[config.mk]
export PLATFORM = sky130hd
export DESIGN_NAME = pipe_stage_chain
export DESIGN_NICKNAME = d
export VERILOG_FILES = /design/src/rtl/pipe_stage_chain.sv
export SDC_FILE = /design/constraint.sdc
export NUM_CORES = 1
export LEC_CHECK = 0
export ABC_CLOCK_PERIOD_IN_PS = 2300
export CORE_ASPECT_RATIO = 1.25
export CORE_MARGIN = 2
export CORE_UTILIZATION = 50
export CTS_CLUSTER_SIZE = 30
export DETAILED_ROUTE_END_ITERATION = 10
export PLACE_DENSITY_LB_ADDON = 0.3
export SLEW_MARGIN = 20
export SYNTH_ARGS = -nofsm -noshare
export SYNTH_HDL_FRONTEND = slang
export SYNTH_SLANG_ARGS = --single-unit
export TNS_END_PERCENT = 20
[constraint.sdc]
create_clock -name clk -period 2.3 [get_ports clk]
set_input_delay 0.345 -clock clk [delete_from_list [all_inputs] [get_ports clk]]
set_output_delay 0.345 -clock clk [all_outputs]
set_load 0.005 [all_outputs]
[src/rtl/pipe_stage_chain.sv]
// Generic DEPTH-stage register chain with ready/valid backpressure, bubble collapse,
// per-stage flush and occupancy count. Define PIPE_PERF_CNT_EN for stall/flush counters.

module pipe_stage #(
  parameter int WIDTH = 32
) (
  input  logic             clk,
  input  logic             rst,
  input  logic             ld,
  input  logic             flush,
  input  logic             src_valid,
  input  logic [WIDTH-1:0] src_data,
  output logic             valid_nxt,
  output logic             valid,
  output logic [WIDTH-1:0] data
);
  // Flush wins over both load and hold; a flushed stage keeps its stale data.
  assign valid_nxt = flush ? 1'b0 : (ld ? src_valid : valid);

  always_ff @(posedge clk) begin
    if (rst) begin
      valid <= 1'b0;
      data  <= '0;
    end else begin
      valid <= valid_nxt;
      if (ld && src_valid) data <= src_data;
    end
  end
endmodule

module pipe_stage_chain #(
  parameter int WIDTH = 32,
  parameter int DEPTH = 4,
  parameter int OCC_W = $clog2(DEPTH+1)
) (
  input  logic             clk,
  input  logic             rst,
  input  logic             in_valid,
  input  logic [WIDTH-1:0] in_data,
  output logic             in_ready,
  output logic             out_valid,
  output logic [WIDTH-1:0] out_data,
  input  logic             out_ready,
  input  logic [DEPTH-1:0] flush_mask,
`ifdef PIPE_PERF_CNT_EN
  output logic [31:0]      stall_cnt,
  output logic [31:0]      flush_cnt,
`endif
  output logic [OCC_W-1:0] occupancy
);
  logic [DEPTH-1:0]            vld_pipe;
  logic [DEPTH-1:0]            vld_nxt;
  logic [DEPTH-1:0]            src_vld;
  logic [DEPTH:0]              rdy;
  logic [DEPTH-1:0][WIDTH-1:0] data_pipe;
  logic [DEPTH-1:0][WIDTH-1:0] src_data;
  logic [OCC_W-1:0]            occ_nxt;

  assign rdy[DEPTH] = out_ready;
  assign in_ready   = rdy[0];
  assign out_valid  = vld_pipe[DEPTH-1];
  assign out_data   = data_pipe[DEPTH-1];

  for (genvar i = 0; i < DEPTH; i++) begin : g_stage
    // An empty stage always accepts, which is what closes bubbles under stall.
    assign rdy[i] = !vld_pipe[i] | rdy[i+1];
    if (i == 0) begin : g_head
      assign src_vld[i]  = in_valid;
      assign src_data[i] = in_data;
    end else begin : g_body
      assign src_vld[i]  = vld_pipe[i-1];
      assign src_data[i] = data_pipe[i-1];
    end
    pipe_stage #(.WIDTH(WIDTH)) u_stage (
      .clk       (clk),
      .rst       (rst),
      .ld        (rdy[i]),
      .flush     (flush_mask[i]),
      .src_valid (src_vld[i]),
      .src_data  (src_data[i]),
      .valid_nxt (vld_nxt[i]),
      .valid     (vld_pipe[i]),
      .data      (data_pipe[i])
    );
  end

  always_comb begin
    occ_nxt = '0;
    for (int i = 0; i < DEPTH; i++) occ_nxt = occ_nxt + OCC_W'(vld_nxt[i]);
  end

  always_ff @(posedge clk) begin
    if (rst) occupancy <= '0;
    else     occupancy <= occ_nxt;
  end

`ifdef PIPE_PERF_CNT_EN
  logic [31:0] flush_inc;
  logic [32:0] flush_sum;

  // A kill is any stage with flush set that holds, or is about to receive, a valid item.
  always_comb begin
    flush_inc = '0;
    for (int i = 0; i < DEPTH; i++)
      flush_inc = flush_inc + 32'(flush_mask[i] & (vld_pipe[i] | (rdy[i] & src_vld[i])));
  end
  assign flush_sum = {1'b0, flush_cnt} + {1'b0, flush_inc};

  always_ff @(posedge clk) begin
    if (rst) begin
      stall_cnt <= '0;
      flush_cnt <= '0;
    end else begin
      if (in_valid && !in_ready && stall_cnt != 32'hFFFF_FFFF) stall_cnt <= stall_cnt + 32'd1;
      flush_cnt <= flush_sum[32] ? 32'hFFFF_FFFF : flush_sum[31:0];
    end
  end
`endif
endmodule

Word-level counts from Yosys, hierarchy flattened
Cells that the tools add are included.
{"block": "classes", "add_sub_neg": 3, "n_mux": 8, "n_bitwise": 4, "n_reduce_logical": 8}
{"op": "$mux W1", "n": 8}
{"op": "$logic_and A1 B1 Y1", "n": 4}
{"op": "$logic_not A1 Y1", "n": 4}
{"op": "$or A1 B1 Y1", "n": 4}
{"op": "$add A2 B1 Y3", "n": 1}
{"op": "$add A3 B1 Y3", "n": 1}
{"op": "$add A1 B1 Y2", "n": 1}
{"block": "word_totals", "regBits": 135, "output_inout_bits": 37}

Logic depth before layout (Yosys ltp)
{"block": "logic_depth", "word_depth": 10, "mapped_depth": 11, "ltp_nobuf": 8}

By module
From an unflattened synthesis, not the netlist that was laid out.
{"block": "unflattened", "cells_unflattened": 619, "area_unflattened_um2": 6261.0}
{"mod": "pipe_stage", "instances": 4, "cells_per_inst": 150, "area_each_um2": 1521.5}
{"mod": "pipe_stage_chain", "instances": 1, "cells_per_inst": 19, "area_each_um2": 175.2}

Worst setup path after synthesis
No wires, ideal clock.
{"block": "synth_timing", "path_kind": "flip-flop to flip-flop", "start": "register g_stage[2].u_stage.valid", "end": "register occupancy[1]", "setup_time_ns": 0.117, "arrival_time_ns": 2.257, "path_slack_ns": -0.074, "path_stages_with_launch": 12, "n_path_buf": 3, "synth_period_minus_slack_ns": 2.374, "cell_sequence": "dfxtp_1 -> buf_6 -> and4b_1 -> buf_6 -> buf_12 -> a21oi_1 -> or2_1 -> fa_1 -> inv_1 -> ha_1 -> ha_1 -> nor2b_1"}
{"block": "synth_between", "elab_chain_cells": 9, "word_cells_on_any_way": 15, "classes_between": "add/sub: 3; mux: 8; bitwise: 3; reduce/logical: 1"}
{"element": "start, declared", "line_no": "14", "text": "output logic valid,"}
{"element": "start signal, assigned", "line_no": "25", "text": "valid <= valid_nxt;"}
{"element": "$logic_not A1 Y1", "line_no": "66", "text": "assign rdy[i] = !vld_pipe[i] | rdy[i+1];"}
{"element": "$or A1 B1 Y1 (3 in series)", "line_no": "66"}
{"element": "$mux W1 (2 in series)", "line_no": "18", "text": "assign valid_nxt = flush ? 1'b0 : (ld ? src_valid : valid);"}
{"element": "$add A1 B1 Y2", "line_no": "89", "text": "for (int i = 0; i < DEPTH; i++) occ_nxt = occ_nxt + OCC_W'(vld_nxt[i]);"}
{"element": "$add A2 B1 Y3", "line_no": "89"}
{"element": "$add A3 B1 Y3 *", "line_no": "89"}
{"element": "net occ_nxt[1]", "line_no": "57", "text": "logic [OCC_W-1:0] occ_nxt;"}
{"element": "end signal, assigned", "line_no": "94", "text": "else occupancy <= occ_nxt;"}
{"element": "end, declared", "line_no": "49", "text": "output logic [OCC_W-1:0] occupancy"}
The timed path passes the listed nets; every way through them passes the cells marked *.
A chain may end at the register's enable or synchronous reset.

Worst setup path after layout
{"block": "layout_timing", "start": "register g_stage[1].u_stage.valid", "end": "register occupancy[1]"}
{"block": "layout_between", "elab_chain_cells": 8, "word_cells_on_any_way": 12, "classes_between": "add/sub: 3; mux: 6; bitwise: 2; reduce/logical: 1"}
{"element": "start, declared", "line_no": "14"}
{"element": "start signal, assigned", "line_no": "25"}
{"element": "$logic_not A1 Y1", "line_no": "66"}
{"element": "$or A1 B1 Y1 (2 in series)", "line_no": "66"}
{"element": "$mux W1 (2 in series)", "line_no": "18"}
{"element": "$add A1 B1 Y2", "line_no": "89"}
{"element": "$add A2 B1 Y3 *", "line_no": "89"}
{"element": "$add A3 B1 Y3 *", "line_no": "89"}
{"element": "net occ_nxt[1]", "line_no": "57"}
Marks and branches as above.

==> results.cfg <==
[global_routing]
grt.overflow.total = 0
grt_max_degree = 72
grt_pass1_vias = 4482
grt_usage = 0.200
grt_pass1_wl_mm = 22.3
grt_antenna_before_repair = 0

[worst_setup_path]
crit_arrival_ns = 2.53
cp.required_ns = 2.61
cp-endpoint = occupancy[1]
slowest_delay_ns = 0.48
r2r_start = g_stage[1].u_stage.valid
startpoint = g_stage[1].u_stage.valid
crit_chain = and4b_2 > buf_4 > a21oi_2 > or2_1 > fa_1 > inv_1 > ha_2 > ha_1 > nor2b_1
regToRegEndpoint = occupancy[1]
ff2ff_setup_slack_ns = 0.07
worstSetupStartpointType = register
cp_max_fo = 3
crit_path_end_kind = register
setup.worst_path.class = register to register
reg2regPathDepth = 9
critPathSlowestCell = fa_1

[timing]
tns_ns = 0
slew_headroom = 0.537
setup_violations = 0
slew_viol_final = 0
max_freq_ghz = 0.449
worst_pin_slew_ns = 0.694
fin_worst_skew_ns = 0.00995
whs_ns = 0.294
finalHoldViolCount = 0
layout_setup_ws_ns = 0.0728
finalCritPeriodShare = 0.968
fin_crit_ns = 2.23

[drt]
wire_per_inst_um = 15.5
via_count = 4924
drc_errors = 0
drtIter0Drc = 378
ant_nets = 0
via_per_inst = 5.64
first_pass_iters = 4
wl_mm = 13.5

[clock_tree]
cts_buffer_depth = 2
tritoncts = built
numCtsBuffers = 17
clk_pin_slew_ns = 0.06
htreeDepth = 4
cts_num_sinks = 135
hold_buffers = 0
clk_latency_ns = 0.42
root_buffer = clkbuf_16

[yosys]
synthArstFlopShare = 0
synth.top_cell.area_share = 0.423
synth_simple_gate_area_frac = 0.235
yosysUniqueCellTypes = 30
synth_seq_cells = 135
syn_area_per_cell_um2 = 9.36
synth_top_family_by_area = simple AND/OR/NAND/NOR gates
synthFlopType = dfxtp_1
synth_area_leader_cell = dfxtp_1
yosys.area_share.xor_xnor = 0
yosys_warnings = 0
syn_inst = 682
yosysMostFrequentCell = dfxtp_1
synth_fa_ha_area_frac = 0.00705
synth_compound_area_frac = 0.132
synth.area.top_cells = dfxtp_1 (42%), mux2i_1 (10%), nand2b_1 (9.5%)
synthMuxAreaShare = 0.100
syn_area_um2 = 6390
synth-edff-count = 0
ys_seq_area_frac = 0.423
syn_nets = 725
synth_commonest_cells = dfxtp_1 (135), nand2b_1 (97), mux2i_1 (64)

[cells_and_area]
diodes = 0
drive_gt1_frac = 0.0865
final_cells = 873
nets = 735
fin_area_um2 = 7590
fillers = 1081
area_growth_pct = 18.9

[pwr]
leakagePower_nw = 2.70
comb_power_share = 0.070
switchingPower_w = 0.00122
netSwitchingFraction = 0.215
p_int_w = 0.00446
power.share.clock = 0.497
pwr-share-seq = 0.433
ir_drop_v = 0.000337
power_per_cell_area_nw_per_um2 = 748

[min_path]
hold_path_class = primary input to register
hp-start = in_valid

[placed_design]
dpl_cell_area_um2 = 6920
dp_hpwl_mm = 8.41
io_buffers = 76
preCtsSetupSlack_ns = -0.354
dpl.cell_count = 839
gp_congestion = 0.795

[die]
top_level_ports = 77
die-height_um = 130
coreArea_um2 = 12600
die-area_um2 = 13700
initial_core_util = 0.507
rows = 46
die_x_um = 105

[status]
outcome = finished, final reports clean

[run]
cap_violations = 0
-- sequential cells by signal, indices dropped and copies added, names as in the netlist --
name                   cells
g_stage.u_stage.data     128
g_stage.u_stage.valid      4
occupancy                  3
-- power by group through the flow --
| stage | Clock [W] | Combinational [W] | Sequential, W |
|---|---|---|---|
| 2_1_floorplan | 0 | 0.000266 | 0.00249 |
| 3_3_place_gp | 0 | 0.000381 | 0.00250 |
| 6_report | 0.00282 | 0.000397 | 0.00246 |
| 4_1_cts | 0.00288 | 0.000396 | 0.00246 |
| 5_1_grt | 0.00298 | 0.000433 | 0.00247 |
| 3_5_place_dp | 0 | 0.000395 | 0.00251 |
-- metrics by stage --
| stage | utilization | total power, W |
|---|---|---|
| final | 0.603 | 0.00568 |
| after global routing | 0.603 | 0.00587 |
| after CTS | 0.600 | 0.00573 |
| after detailed placement | 0.549 | 0.00290 |
| after global placement | 0.549 | 0.00288 |
| after floorplan | - | 0.00276 |
-- critical path: cells and delay by family, from the launching register on --
kind                     cells  cell delay [ns]
AO/OA/AOI/OAI                1             0.05
adder cells (fa/ha/maj)      3             0.92
buffers and inverters        2             0.15
flip-flops                   1             0.36
AND/OR/NAND/NOR              3             0.63
-- per-layer routing --
metal / up-vias / GRT usage / routed length [um]
met5: - / 0 / 0
met4: 0 / 0.0659 / 180
li1: 2416 / - / -
met1: 2358 / 0.277 / 6550
met2: 133 / 0.304 / 6180
met3: 17 / 0.0529 / 611
-- kinds of logic (layout without fill, tap and decap cells) --
logic type               after synthesis  in the layout
AND/OR/NAND/NOR                      239            239
flip-flops                           135            135
AO/OA/AOI/OAI                        133            133
buffers and inverters                108            131
multiplexers                          64             64
adder cells (fa/ha/maj)                3              3
-- final cells by class --
| cell class | count | area [um2] | share of cell area |
|---|---|---|---|
| inverter | 4 | 15.0 | 0.00198 |
| timing repair buffer | 95 | 1000 | 0.132 |
| clock inverter | 12 | 176 | 0.0232 |
| clock buffer | 20 | 447 | 0.0588 |
| tap | 168 | 210 | 0.0277 |
| sequential | 135 | 2710 | 0.356 |
| multi-input combinational | 439 | 3040 | 0.400 |
-- how the worst min path moves through the flow --
| stage | to | slack (ns) | depth (start not counted) |
|---|---|---|---|
| floorplan | g_stage[2].u_stage.valid | 0.42 | 1 |
| global placement | g_stage[3].u_stage.data[23] | 0.46 | 2 |
| detailed placement | g_stage[3].u_stage.data[26] | 0.46 | 2 |
| CTS | g_stage[0].u_stage.valid | 0.28 | 3 |
| global route | g_stage[0].u_stage.valid | 0.30 | 3 |
| finish | g_stage[0].u_stage.valid | 0.29 | 3 |
-- cell usage in the layout (no fill, tap or decap), types with 2 or more instances in the layout --
cell type and n:
dfxtp_2 3, nand2_1 33, clkbuf_1 2, buf_12 7, mux2i_1 64, a21oi_1 33
nand2b_1 97, bufinv_16 4, nor3_1 2, nor2_1 3, inv_1 3, nor2b_1 4
o21ai_0 32, nor3b_1 32, nand4b_1 32, clkbuf_16 18, o311ai_1 32, clkdlybuf4s50_1 72
clkinv_2 2, a31oi_1 32, nand3_1 32, clkinvlp_4 5, buf_4 12, dfxtp_1 132
-- repair_timing --
item	4_1_cts	5_1_grt
endpoints found under the setup margin	1	2
setup buffers	1	0
gates resized for setup	5	2
cloned	0	1
Power figures use the tool's default switching activity.
